==> src/rtl/psg_envelope_gen.sv <==
// ---------------------------------------------------------------------------
// psg_envelope_gen
// ADSR envelope generator for a programmable sound generator voice.
//
// Ports
//   clk_i        : system clock, all state changes on the rising edge
//   rst_i        : synchronous active-high reset, wins over everything
//   ce           : clock enable; a rising edge with ce=1 is one "tick"
//   gate         : note on (1) / note off (0)
//   attack       : attack rate, one step every attack+1 ticks
//   decay        : decay rate, one step every decay+1 ticks
//   sustain      : sustain level 0..255
//   release_rate : release rate, one step every release_rate+1 ticks
//                  (named release_rate because "release" is a reserved word)
//   env          : registered envelope level
//   state_o      : IDLE=0, ATTACK=1, DECAY=2, SUSTAIN=3, RELEASE=4
//   active       : 1 whenever state_o != IDLE
// ---------------------------------------------------------------------------
module psg_envelope_gen (
  input  logic       clk_i,
  input  logic       rst_i,
  input  logic       ce,
  input  logic       gate,
  input  logic [7:0] attack,
  input  logic [7:0] decay,
  input  logic [7:0] sustain,
  input  logic [7:0] release_rate,
  output logic [7:0] env,
  output logic [2:0] state_o,
  output logic       active
);

  typedef enum logic [2:0] {
    IDLE    = 3'd0,
    ATTACK  = 3'd1,
    DECAY   = 3'd2,
    SUSTAIN = 3'd3,
    RELEASE = 3'd4
  } state_t;

  state_t     state;
  logic [7:0] cnt;
  logic       gate_d;
  logic       rise;
  logic       fall;
  logic [7:0] rate;
  logic       fire;

  assign rise = gate & ~gate_d;
  assign fall = ~gate & gate_d;

  // Select the prescaler reload for the current ramping phase.
  always_comb begin
    rate = 8'd0;
    case (state)
      ATTACK:  rate = attack;
      DECAY:   rate = decay;
      RELEASE: rate = release_rate;
      default: rate = 8'd0;
    endcase
  end

  // A step fires on the tick where the prescaler has counted up to the rate.
  assign fire = (cnt == rate);

  // Envelope state machine, prescaler and gate edge register.
  always_ff @(posedge clk_i) begin
    if (rst_i) begin
      env    <= 8'd0;
      state  <= IDLE;
      cnt    <= 8'd0;
      gate_d <= 1'b0;
    end else if (ce) begin
      gate_d <= gate;
      case (state)
        IDLE: begin
          if (rise) begin
            state <= ATTACK;
            cnt   <= 8'd0;
          end
        end
        ATTACK: begin
          if (fall) begin
            state <= RELEASE;
            cnt   <= 8'd0;
          end else if (env == 8'hFF) begin
            // Retriggered at full scale: move on without stepping.
            state <= DECAY;
            cnt   <= 8'd0;
          end else if (fire) begin
            cnt <= 8'd0;
            env <= env + 8'd1;
            if (env == 8'hFE) begin
              state <= DECAY;
            end
          end else begin
            cnt <= cnt + 8'd1;
          end
        end
        DECAY: begin
          if (fall) begin
            state <= RELEASE;
            cnt   <= 8'd0;
          end else if (rise) begin
            state <= ATTACK;
            cnt   <= 8'd0;
          end else if (env <= sustain) begin
            // Sustain compare comes before stepping, so env never undershoots.
            state <= SUSTAIN;
            cnt   <= 8'd0;
          end else if (fire) begin
            cnt <= 8'd0;
            env <= env - 8'd1;
          end else begin
            cnt <= cnt + 8'd1;
          end
        end
        SUSTAIN: begin
          if (fall) begin
            state <= RELEASE;
            cnt   <= 8'd0;
          end else if (rise) begin
            state <= ATTACK;
            cnt   <= 8'd0;
          end
        end
        RELEASE: begin
          if (rise) begin
            state <= ATTACK;
            cnt   <= 8'd0;
          end else if (env == 8'd0) begin
            state <= IDLE;
            cnt   <= 8'd0;
          end else if (fire) begin
            cnt <= 8'd0;
            env <= env - 8'd1;
            if (env == 8'd1) begin
              state <= IDLE;
            end
          end else begin
            cnt <= cnt + 8'd1;
          end
        end
        default: begin
          state <= IDLE;
          cnt   <= 8'd0;
        end
      endcase
    end
  end

  assign state_o = state;
  assign active  = (state != IDLE);

endmodule

==> config.mk <==
export PLATFORM = sky130hd
export DESIGN_NAME = psg_envelope_gen
export DESIGN_NICKNAME = d
export VERILOG_FILES = /design/src/rtl/psg_envelope_gen.sv
export SDC_FILE = /design/constraint.sdc
export NUM_CORES = 1
export LEC_CHECK = 0
export CAP_MARGIN = 20
export CORE_MARGIN = 2
export CORE_UTILIZATION = 47
export CTS_CLUSTER_DIAMETER = 30
export DETAILED_ROUTE_END_ITERATION = 8
export PLACE_DENSITY_LB_ADDON = 0.25
export SKIP_LAST_GASP = 1
export SLEW_MARGIN = 15
export SYNTH_ARGS = -nofsm -noshare
export SYNTH_HDL_FRONTEND = slang
export SYNTH_SLANG_ARGS = --single-unit
==> constraint.sdc <==
create_clock -name clk_i -period 2.1 [get_ports clk_i]
set_input_delay 0.42 -clock clk_i [delete_from_list [all_inputs] [get_ports clk_i]]
set_output_delay 0.42 -clock clk_i [all_outputs]
set_load 0.01 [all_outputs]
==> run metrics <==
Mapped Nets 325; overall die area 5340 um2; Starting Density 0.481; Hold Path Origin cnt[6]; Worst Path Buf+Inv 3; Die X 73.1 um; total grt overflow 0; Power, Total 1.43 mW; final hold vios 0; first-pass GRT wire length 11600 um; Via Count 2941; Seq/Total Area, Yosys 0.179; drt total wl 9640 um; vias in the first global route 2583; antenna-violating nets left 0; number of buffers created by CTS 3; slowest stage cell, crit path or4_4; routed length per instance 21.7 um; most frequent CP cell buf_6; FP Rows 25; Crit Path Class register to register; r2r endpoint env[5]; Final Net Count 443; Final WS setup -0.367 ns; ys flop type dfxtp_1; Hold Crit Endpoint cnt[6]; crit path max fanout 8; R2R cell count 9; Distinct cells, synth 56; die height 73.1 um; placed inst area 3120 um2; crit start category register; gpl congestion 0.968; final setup vio count 19; design area 3970 um2; worst r2r src state_o[2]; failing checks setup timing; Root Driver clkbuf_8; Leakage Power 1.51 nW; I/O pin cnt 48; vias per inst 6.62; H-Tree Depth 1; Starting DRT DRC Count 265; Post-Syn Area 2240 um2; Power Density 360 nW/um2; Post-synth EDFFs 0; Max Root-Sink Buffers 2; min Tclk post-route 2.47 ns; WP data arrival 2.68 ns; fraction of layout cells with a size suffix above 1 0.431; core region area 4660 um2; antenna cells 0; skew final 0.00990 ns; Slew @ Worst Pin 0.566 ns; commonest non-fill, non-tap cell in the layout buf_4; Rel. slew slack 0.622; commonest non-fill, non-tap cells in the layout 67 x buf_4, 30 x clkdlybuf4s50_1, 16 x nor2_1, 16 x nand2_1, 16 x dlygate4sd2_1; CP delay by family, top simple AND/OR/NAND/NOR gates; Area Overhead vs Synth 77.2%; clk sink count 20; Synth Register Bits 20; worst min path class register to register; initial antenna violation count 0; fmax 405 MHz; Synth Area per Inst 8.21 um2; RSZ-0062 raised after global routing yes; Async S/R FF share, synth 0; WP data required 2.31 ns; Reg2Reg Setup Slack -0.37 ns; largest net degree at the start of global routing 24; worst hold margin 0.552 ns; CTS tree yes; yosys warns 0; CP max stage delay 0.51 ns; Initial DRT Pass Iterations 5; IO Port Bufs 47; Final period util 1.17; Clock Latency Late Sink 0.28 ns; DR DRC count 0; Cells after Synth 273; # hold bufs at CTS 0; Setup crit end kind register; Max Transition Viols Final 0; clk slew on worst S/H paths 0.10 ns; GRT Total Usage 0.273; maximum capacitance violations 0; critical path cell sequence buf_6 > nand4bb_4 > buf_6 > a31oi_4 > nor4b_4 > nand4_2 > buf_6 > or4_4 > a21oi_2; dpl hpwl 4870 um; final core area utilization 0.852; status finished, violations left; Hold Path Stages 2; worst vdd ir 0.000292 V
-- through the flow --
step | instances | setup slack [ns] | TNS [ns]
6_report | 444 | -0.367 | -3.98
4_1_cts | 430 | -0.233 | -2.04
3_3_place_gp | 414 | -0.645 | -9.28
3_5_place_dp | 414 | -0.702 | -10.03
2_1_floorplan | 273 | -0.0142 | -0.0142
5_1_grt | 444 | -0.438 | -5.44
-- area by class of cell --
class                   count  area, um2
repair buffers            129       1130
multi-input cells         219       2230
inverters                  18       67.6
fillers                   226        688
clock buffers               4       66.3
flip-flops and latches     20        415
well taps                  54       67.6
-- worst max-delay path by stage --
stage                    start  endpoint  slack, ns  cells after the start
floorplan           state_o[2]    env[5]      -0.01                      8
global placement    sustain[1]    env[6]      -0.65                      9
detailed placement  sustain[2]    env[6]      -0.70                      9
CTS                 state_o[1]    env[7]      -0.23                      8
global route        state_o[1]    env[2]      -0.44                      8
finish              state_o[2]    env[5]      -0.37                      9
-- worst reg2reg max path: stages (launching register included) --
cell and delay (ns):
dfxtp_4 0.43, buf_6 0.14, nand4bb_4 0.16, buf_6 0.12
a31oi_4 0.10, nor4b_4 0.39, nand4_2 0.22, buf_6 0.19
or4_4 0.51, a21oi_2 0.15
-- routing by layer --
| metal | GRT usage | wire length [um] | vias to the layer above |
|---|---|---|---|
| met3 | 0.0249 | 623 | 51 |
| met5 | 0 | 0 | - |
| met1 | 0.331 | 3720 | 1408 |
| li1 | - | - | 1300 |
| met4 | 0.119 | 484 | 0 |
| met2 | 0.483 | 4800 | 182 |
-- cells in the mapped netlist, types with 2 or more instances --
library cell / count / share of area
a211oi_1: 6 / 0.020
a21oi_1: 21 / 0.047
a31oi_1: 9 / 0.025
and2_1: 3 / 0.0084
and3_1: 4 / 0.011
and4_1: 5 / 0.020
buf_2: 5 / 0.011
buf_4: 5 / 0.017
clkbuf_1: 5 / 0.0084
dfxtp_1: 20 / 0.18
ha_1: 16 / 0.089
inv_1: 18 / 0.030
mux2i_1: 2 / 0.0089
nand2_1: 17 / 0.028
nand3_1: 9 / 0.020
nand4_1: 9 / 0.025
nand4bb_1: 24 / 0.12
nor2_1: 18 / 0.030
nor2b_1: 4 / 0.011
nor3_1: 4 / 0.0089
nor4b_4: 4 / 0.042
o211a_1: 2 / 0.0089
o211ai_1: 5 / 0.017
o21a_1: 4 / 0.013
o21ai_0: 3 / 0.0067
o31ai_1: 12 / 0.040
or3_1: 5 / 0.014
or4_1: 6 / 0.020
-- flip-flops by register name, summed over array words and instances, names as in the netlist --
register and flops:
cnt 8, env 8, state_o 3, gate_d 1
-- report_power, final --
group          switching (mW)  leakage, nW  internal (mW)
combinational           0.328         1.31          0.339
sequential             0.0116        0.165          0.384
clock                   0.161       0.0339          0.207
total                   0.500         1.51          0.931
-- kinds of logic after synthesis --
group,share of synthesized area
AOI/OAI and AO/OA,0.218
xor gates and xnor gates,0.0201
adders and majority gates,0.0893
buffers and inverters,0.0731
DFF,0.179
muxes,0.0190
and+or+nand+nor,0.402
-- repair_timing --
action | in CTS | in global routing
resized for setup | 55 | 71
setup buffers | 12 | 15
cloned | 2 | 1
pin swaps | 32 | 22
endpoints found under the setup margin | 20 | 20
No activity file was read; power rests on OpenSTA's default activity.
